File: src/rtl/ifid_fetch_buffer.sv
// ifid_fetch_buffer: pairs fetched PCs with imem read data and queues them for decode
module ifid_fetch_buffer #(
   parameter int DEPTH  = 4,
   parameter int ADDR_W = 32,
   parameter int INST_W = 32
) (
   input  logic                     cpu_clk_50M,
   input  logic                     cpu_rst_n,
   input  logic                     ice_i,
   input  logic [ADDR_W-1:0]        pc_i,
   input  logic [INST_W-1:0]        inst_i,
   input  logic                     flush_i,
   output logic                     stall_o,
   output logic                     id_valid_o,
   output logic [ADDR_W-1:0]        id_pc_o,
   output logic [INST_W-1:0]        id_inst_o,
   input  logic                     id_ready_i,
   output logic [$clog2(DEPTH):0]   count_o
);
   localparam int PW = $clog2(DEPTH);

   logic [ADDR_W-1:0] pc_mem   [DEPTH];
   logic [INST_W-1:0] inst_mem [DEPTH];
   logic [PW-1:0]     rd_ptr, wr_ptr;
   logic [PW:0]       count;
   logic [PW+1:0]     occ;
   logic              inflight;
   logic [ADDR_W-1:0] pc_d1;
   logic              accept, push, pop;

   assign occ        = {1'b0, count} + {{(PW+1){1'b0}}, inflight};
   assign stall_o    = occ >= (PW+2)'(DEPTH);
   assign accept     = ice_i & ~stall_o & ~flush_i;
   assign push       = inflight & ~flush_i;
   assign id_valid_o = count != '0;
   assign pop        = id_valid_o & id_ready_i & ~flush_i;
   assign id_pc_o    = id_valid_o ? pc_mem[rd_ptr] : '0;
   assign id_inst_o  = id_valid_o ? inst_mem[rd_ptr] : '0;
   assign count_o    = count;

   // storage array: capture the delayed PC with the instruction that just returned
   always_ff @(posedge cpu_clk_50M) begin
      if (push) begin
         pc_mem[wr_ptr]   <= pc_d1;
         inst_mem[wr_ptr] <= inst_i;
      end
   end

   // fetch tracking, pointers and occupancy; flush drops everything queued or in flight
   always_ff @(posedge cpu_clk_50M or negedge cpu_rst_n) begin
      if (!cpu_rst_n) begin
         rd_ptr   <= '0;
         wr_ptr   <= '0;
         count    <= '0;
         inflight <= 1'b0;
         pc_d1    <= '0;
      end else if (flush_i) begin
         rd_ptr   <= wr_ptr;
         count    <= '0;
         inflight <= 1'b0;
      end else begin
         inflight <= accept;
         if (accept) pc_d1 <= pc_i;
         if (push) wr_ptr <= wr_ptr + PW'(1);
         if (pop) rd_ptr <= rd_ptr + PW'(1);
         if (push & ~pop) count <= count + (PW+1)'(1);
         else if (pop & ~push) count <= count - (PW+1)'(1);
      end
   end
endmodule

File: config.mk
export PLATFORM = sky130hd
export DESIGN_NAME = ifid_fetch_buffer
export DESIGN_NICKNAME = d
export VERILOG_FILES = /design/src/rtl/ifid_fetch_buffer.sv
export SDC_FILE = /design/constraint.sdc
export NUM_CORES = 1
export LEC_CHECK = 0
export ABC_AREA = 0
export CORE_ASPECT_RATIO = 1.2
export CORE_MARGIN = 1.5
export CORE_UTILIZATION = 44
export DETAILED_ROUTE_END_ITERATION = 8
export HOLD_SLACK_MARGIN = 0.03
export PLACE_DENSITY = 0.61
export SYNTH_ARGS = -nofsm -noshare
export SYNTH_HDL_FRONTEND = slang
export SYNTH_SLANG_ARGS = --single-unit
export TNS_END_PERCENT = 100
File: constraint.sdc
create_clock -name cpu_clk_50M -period 4.25 [get_ports cpu_clk_50M]
set_clock_uncertainty 0.2 [all_clocks]
set_input_delay 1.275 -clock cpu_clk_50M [delete_from_list [all_inputs] [get_ports cpu_clk_50M]]
set_output_delay 1.275 -clock cpu_clk_50M [all_outputs]
set_load 0.1 [all_outputs]
==> impl_metrics.py, run 1 <==
metrics = {
    "synthesis": {
        "synth_area_sq_um": 11500,
        "yosysUniqueCellTypes": 38,
        "yosysSeqAreaShare": 0.758,
        "syn-num-nets": 610,
        "ys_ff_latch": 296,
        "synthCells": 536,
        "synth.avg_cell_area_sq_um": 21.4,
        "yosysWarningCount": 0,
    },
    "timing": {
        "hold_violations": 0,
        "setup_viol": 0,
        "tightest_slew_ns": 0.884,
        "period_needed_ns": 4.01,
        "grt_setup_unrepaired": "false",
        "slew_headroom": 0.411,
        "fmax_mhz": 250,
        "finalSetupTns_ns": 0,
        "period_share": 0.943,
        "maxSlewViolCount": 0,
    },
    "finish": {
        "area_growth_pct": 26.7,
        "fillCellCount": 1917,
        "drive_gt1_frac": 0.284,
        "nets": 768,
        "layout_commonest_cell": "edfxtp_1",
        "final_cell_mix": "edfxtp_1 (256), clkdlybuf4s50_1 (67), and2_1 (65)",
        "antennaDiodeCount": 0,
    },
    "grt": {
        "overflow": 0,
        "grt_usage": 0.168,
        "grt_pass1_wl_mm": 34.3,
        "grt_max_degree": 42,
        "first_global_vias": 5978,
        "antenna_found_initial": 2,
    },
    "critical_path": {
        "critPathLaunchType": "register",
        "endpoint_kind": "output port",
        "reg2reg_to": "count_o[1]$_DFFE_PN0P_",
        "critical_path.max_fanout": 34,
        "timing.rr.start": "inflight$_DFF_PN0_",
        "ff2ff_path_depth": 5,
        "critical_path_class": "reg2out",
        "arrival_ns": 2.53,
        "critPathRequiredTime_ns": 2.77,
        "rrSetupSlack_ns": 1.74,
    },
    "clock_tree": {
        "cts_htree_levels": 1,
        "clock_latency_ns": 0.55,
        "cts_hold_buf": 0,
        "clk_pin_slew_ns": 0.06,
        "cts_sinks": 296,
        "cts-resized-gates": 0,
        "post_cts_buffers": 0,
        "cts_buffers": 30,
        "cts_tree": "done",
        "clockBufferDepth": 3,
        "clock-root-buffer": "clkbuf_16",
    },
    "floorplanning": {
        "die_w_microns": 150,
        "chipHeight_microns": 180,
        "start_util": 0.449,
        "io_pins": 138,
        "num_rows": 64,
        "die-area_sq_um": 27000,
        "coreArea_sq_um": 25500,
    },
    "routing": {
        "drt_iter0_markers": 350,
        "route.vias.total": 5438,
        "drt-pass1-iter-count": 4,
        "routed_via_density": 5.19,
        "wl_per_cell_microns": 20.6,
        "ant_nets": 0,
        "wl_mm": 21.6,
        "post-route-drc-count": 0,
    },
    "run_status": {
        "outcome": "finished, final reports clean",
    },
    "min_path": {
        "hp-start": "pc_d1[20]$_DFFE_PN0P_",
        "hold_path.class": "reg2reg",
        "worstHoldEndpoint": "pc_mem[0][20]$_DFFE_PP_",
        "worstHoldPathCells": 0,
    },
    "placed_design": {
        "gp_congestion": 0.730,
        "portBuffers": 137,
        "dp_hpwl_mm": 13.1,
    },
    "flow_run": {
        "max_cap_viol_count": 0,
    },
}
## critical path, stage by stage, from the launching register on
cell,delay [ns]
dfrtp_1,0.50
or3_2,0.76
buf_12,0.29
and2_1,0.21
buf_12,0.19
## registers in the layout, indices dropped and copies added (netlist names)
| register | cells |
|---|---|
| inst_mem | 128 |
| pc_mem | 128 |
| pc_d1 | 32 |
| count_o | 3 |
| rd_ptr | 2 |
| wr_ptr | 2 |
| inflight | 1 |
## Yosys cell counts, drive strengths merged
cell,number,share of area
edfxtp,256,0.67
and2,69,0.038
mux4,64,0.13
dfrtp,40,0.087
mux2,33,0.032
buf,19,0.015
clkbuf,10,0.0033
inv,6,0.0020
ha,4,0.0044
o21ai,4,0.0017
nand2,3,0.00098
nor2,3,0.00098
a21oi,2,0.00087
nand2b,2,0.0011
nand3,2,0.0013
nor2b,2,0.0011
xor2,2,0.0015
a21boi,1,0.00066
a311oi,1,0.00076
a32oi,1,0.00076
fa,1,0.0017
mux2i,1,0.00087
nand3b,1,0.00066
nor3b,1,0.00066
nor4,1,0.00055
o21a,1,0.00066
o21bai,1,0.00066
o311ai,1,0.00076
o31ai,1,0.00066
o32a,1,0.00087
or3,1,0.00055
xnor2,1,0.00076
## stage by stage
stage                     setup WS [ns]  hold WS [ns]   util  instances  cell area [sq um]
final                             0.243         0.306  0.569       1048              14500
after global routing             0.0926         0.331  0.569       1048              14500
after CTS                         0.172         0.310  0.569       1048              14500
after detailed placement          0.448         0.297  0.529        992              13500
after global placement            0.553         0.280  0.529        992              13500
after floorplan                   0.181         0.272      -        536              11500
## layout make-up
| class | count | area (sq um) | area share |
|---|---|---|---|
| inverters | 6 | 22.5 | 0.00155 |
| flip-flops and latches | 296 | 8700 | 0.599 |
| multi-input cells | 205 | 2550 | 0.176 |
| well taps | 330 | 413 | 0.0284 |
| repair buffers | 155 | 1840 | 0.127 |
| clock inverters | 19 | 206 | 0.0142 |
| clock buffers | 37 | 797 | 0.0549 |
## kinds of logic (layout without fill, tap and decap cells)
group,count (synthesis),after routing,synth area share
XOR/XNOR,3,3,0.00229
multiplexers,98,98,0.159
AND/OR/NAND/NOR,85,85,0.0455
adder cells (fa/ha/maj),5,5,0.00611
AO/OA/AOI/OAI,14,14,0.00841
flip-flops,296,296,0.758
buffers and inverters,35,217,0.0204
## worst max-delay path by stage
stage	startpoint	endpoint	slack, ns	cells after the start
floorplan	count_o[1]$_DFFE_PN0P_	id_inst_o[22]	0.18	3
global placement	flush_i	count_o[1]$_DFFE_PN0P_	0.55	6
detailed placement	flush_i	count_o[1]$_DFFE_PN0P_	0.45	6
CTS	rd_ptr[0]$_DFFE_PN0P_	id_pc_o[31]	0.17	4
global route	rd_ptr[0]$_DFFE_PN0P_	id_pc_o[0]	0.09	4
finish	count_o[2]$_DFFE_PN0P_	id_pc_o[27]	0.24	4
## metal layers
layer  part of all wire  global-route usage
met1               0.39               0.205
met2               0.54               0.303
met3              0.051              0.0340
met4              0.017              0.0416
met5             0.0014                   0
Power of run 1 is left out: the tool's default activity adds up to more than one toggle a clock period on the data nets, which glitch-free logic cannot reach.
==> run 2: changes to the inputs <==
--- a/config.mk
+++ b/config.mk
@@ -15,4 +15,4 @@
 export SYNTH_ARGS = -nofsm -noshare
 export SYNTH_HDL_FRONTEND = slang
 export SYNTH_SLANG_ARGS = --single-unit
-export TNS_END_PERCENT = 100
+export TNS_END_PERCENT = 20
==> results of run 2 <==
The final DEF is identical to that of run 1; final timing and power are the same.
Power of run 2 is left out for the same reason.
==> run 3: changes to the inputs <==
--- a/config.mk
+++ b/config.mk
@@ -7,11 +7,12 @@
 export LEC_CHECK = 0
 export ABC_AREA = 0
 export CORE_ASPECT_RATIO = 1.2
-export CORE_MARGIN = 1.5
+export CORE_MARGIN = 2
 export CORE_UTILIZATION = 44
 export DETAILED_ROUTE_END_ITERATION = 8
 export HOLD_SLACK_MARGIN = 0.03
 export PLACE_DENSITY = 0.61
+export REMOVE_ABC_BUFFERS = 1
 export SYNTH_ARGS = -nofsm -noshare
 export SYNTH_HDL_FRONTEND = slang
 export SYNTH_SLANG_ARGS = --single-unit
==> impl_metrics.py, run 3 (same netlist as run 1, synthesis figures left out) <==
metrics = {
    "run_status": {
        "outcome": "finished, final reports clean",
    },
    "finish": {
        "final_cell_mix": "edfxtp_1 (256), buf_4 (80), clkdlybuf4s50_1 (67)",
        "nets": 767,
        "drive_gt1_frac": 0.291,
        "fillCellCount": 1968,
        "fin_cells": 1046,
        "layout_commonest_cell": "edfxtp_1",
        "reg_top3": "inst_mem (128), pc_mem (128), pc_d1 (32)",
        "area_growth_pct": 22.8,
    },
    "placed_design": {
        "post-place-ws_ns": 0.564,
        "portBuffers": 137,
        "gp_congestion": 0.709,
        "dp_hpwl_mm": 13.0,
        "placed_cells": 993,
    },
    "clock_tree": {
        "cts_hold_buf": 0,
        "cts_tree": "done",
        "cts_buffers": 28,
        "clock_latency_ns": 0.53,
        "cts_htree_levels": 1,
        "clk_pin_slew_ns": 0.06,
        "post_cts_buffers": 0,
        "cts_sinks": 296,
        "clock-root-buffer": "clkbuf_16",
        "clockBufferDepth": 3,
        "cts-resized-gates": 0,
    },
    "floorplanning": {
        "start_util": 0.449,
        "io_pins": 138,
        "chipHeight_microns": 181,
        "num_rows": 64,
        "die_w_microns": 151,
        "coreArea_sq_um": 25500,
        "die-area_sq_um": 27400,
    },
    "timing": {
        "tightest_slew_ns": 0.853,
        "period_needed_ns": 4.03,
        "maxSlewViolCount": 0,
        "setup_viol": 0,
        "slew_headroom": 0.432,
        "period_share": 0.947,
        "fmax_mhz": 248,
        "hold_violations": 0,
        "grt_setup_unrepaired": "false",
        "fin_ws_ns": 0.223,
    },
    "min_path": {
        "hold_path.class": "reg2reg",
        "hp-start": "pc_d1[18]$_DFFE_PN0P_",
    },
    "routing": {
        "drt_iter0_markers": 313,
        "routed_via_density": 5.21,
        "wl_per_cell_microns": 20.4,
        "route.vias.total": 5445,
        "post-route-drc-count": 0,
        "wl_mm": 21.4,
        "drt-pass1-iter-count": 4,
        "ant_nets": 0,
    },
    "flow_run": {
        "max_cap_viol_count": 0,
    },
    "critical_path": {
        "timing.rr.start": "count_o[2]$_DFFE_PN0P_",
        "critical_path.max_fanout": 23,
        "critPathLaunchType": "register",
        "worstSetupStartpoint": "rd_ptr[0]$_DFFE_PN0P_",
        "critical_path_class": "reg2out",
        "arrival_ns": 2.55,
        "critPathRequiredTime_ns": 2.77,
        "endpoint_kind": "output port",
    },
    "grt": {
        "first_global_vias": 5866,
        "overflow": 0,
        "grt_max_degree": 67,
        "antenna_found_initial": 0,
        "grt_usage": 0.160,
        "grt_pass1_wl_mm": 33.1,
    },
}
-- run 3: area by class of cell --
class	instances	area, sq um	area share
Multi-Input combinational cell	205	2560	0.182
Sequential cell	296	8700	0.618
Clock inverter	18	185	0.0132
Timing Repair Buffer	156	1440	0.102
Antenna cell	1	2.50	0.000178
Inverter	6	22.5	0.00160
Tap cell	330	413	0.0293
Clock buffer	34	764	0.0543
-- run 3: critical path, stage by stage (launching register included) --
cell and delay [ns]:
dfrtp_4 0.76, buf_12 0.29, mux4_2 0.55, and2_1 0.18, buf_4 0.23
-- run 3: worst paths after layout --
kind                            slack [ns]                      end  cells after the start
worst min-delay path                  0.31  pc_mem[2][18]$_DFFE_PP_                      0
worst max register to register        1.79   count_o[1]$_DFFE_PN0P_                      5
max in group asynchronous             2.53    pc_d1[13]$_DFFE_PN0P_                      2
worst min register to register        0.31  pc_mem[2][18]$_DFFE_PP_                      0
worst max-delay path                  0.22               id_pc_o[5]                      4
min in group asynchronous             0.66    pc_d1[28]$_DFFE_PN0P_                      1
-- run 3: metrics by stage --
step,TNS (ns),util,cell area (sq um),hold WS [ns]
after floorplan,-67.34,-,11300,0.272
after global placement,0,0.514,13100,0.284
after detailed placement,0,0.514,13100,0.298
after CTS,0,0.551,14100,0.313
after global routing,0,0.551,14100,0.341
final,0,0.551,14100,0.312
-- run 3: routing by layer --
| metal | global-route usage | vias up | part of all wire |
|---|---|---|---|
| li1 | - | 2451 | - |
| met1 | 0.210 | 2847 | 0.41 |
| met2 | 0.282 | 120 | 0.53 |
| met3 | 0.0197 | 27 | 0.039 |
| met4 | 0.0393 | 0 | 0.017 |
| met5 | 0 | - | 0 |
Power of run 3 is left out for the same reason.
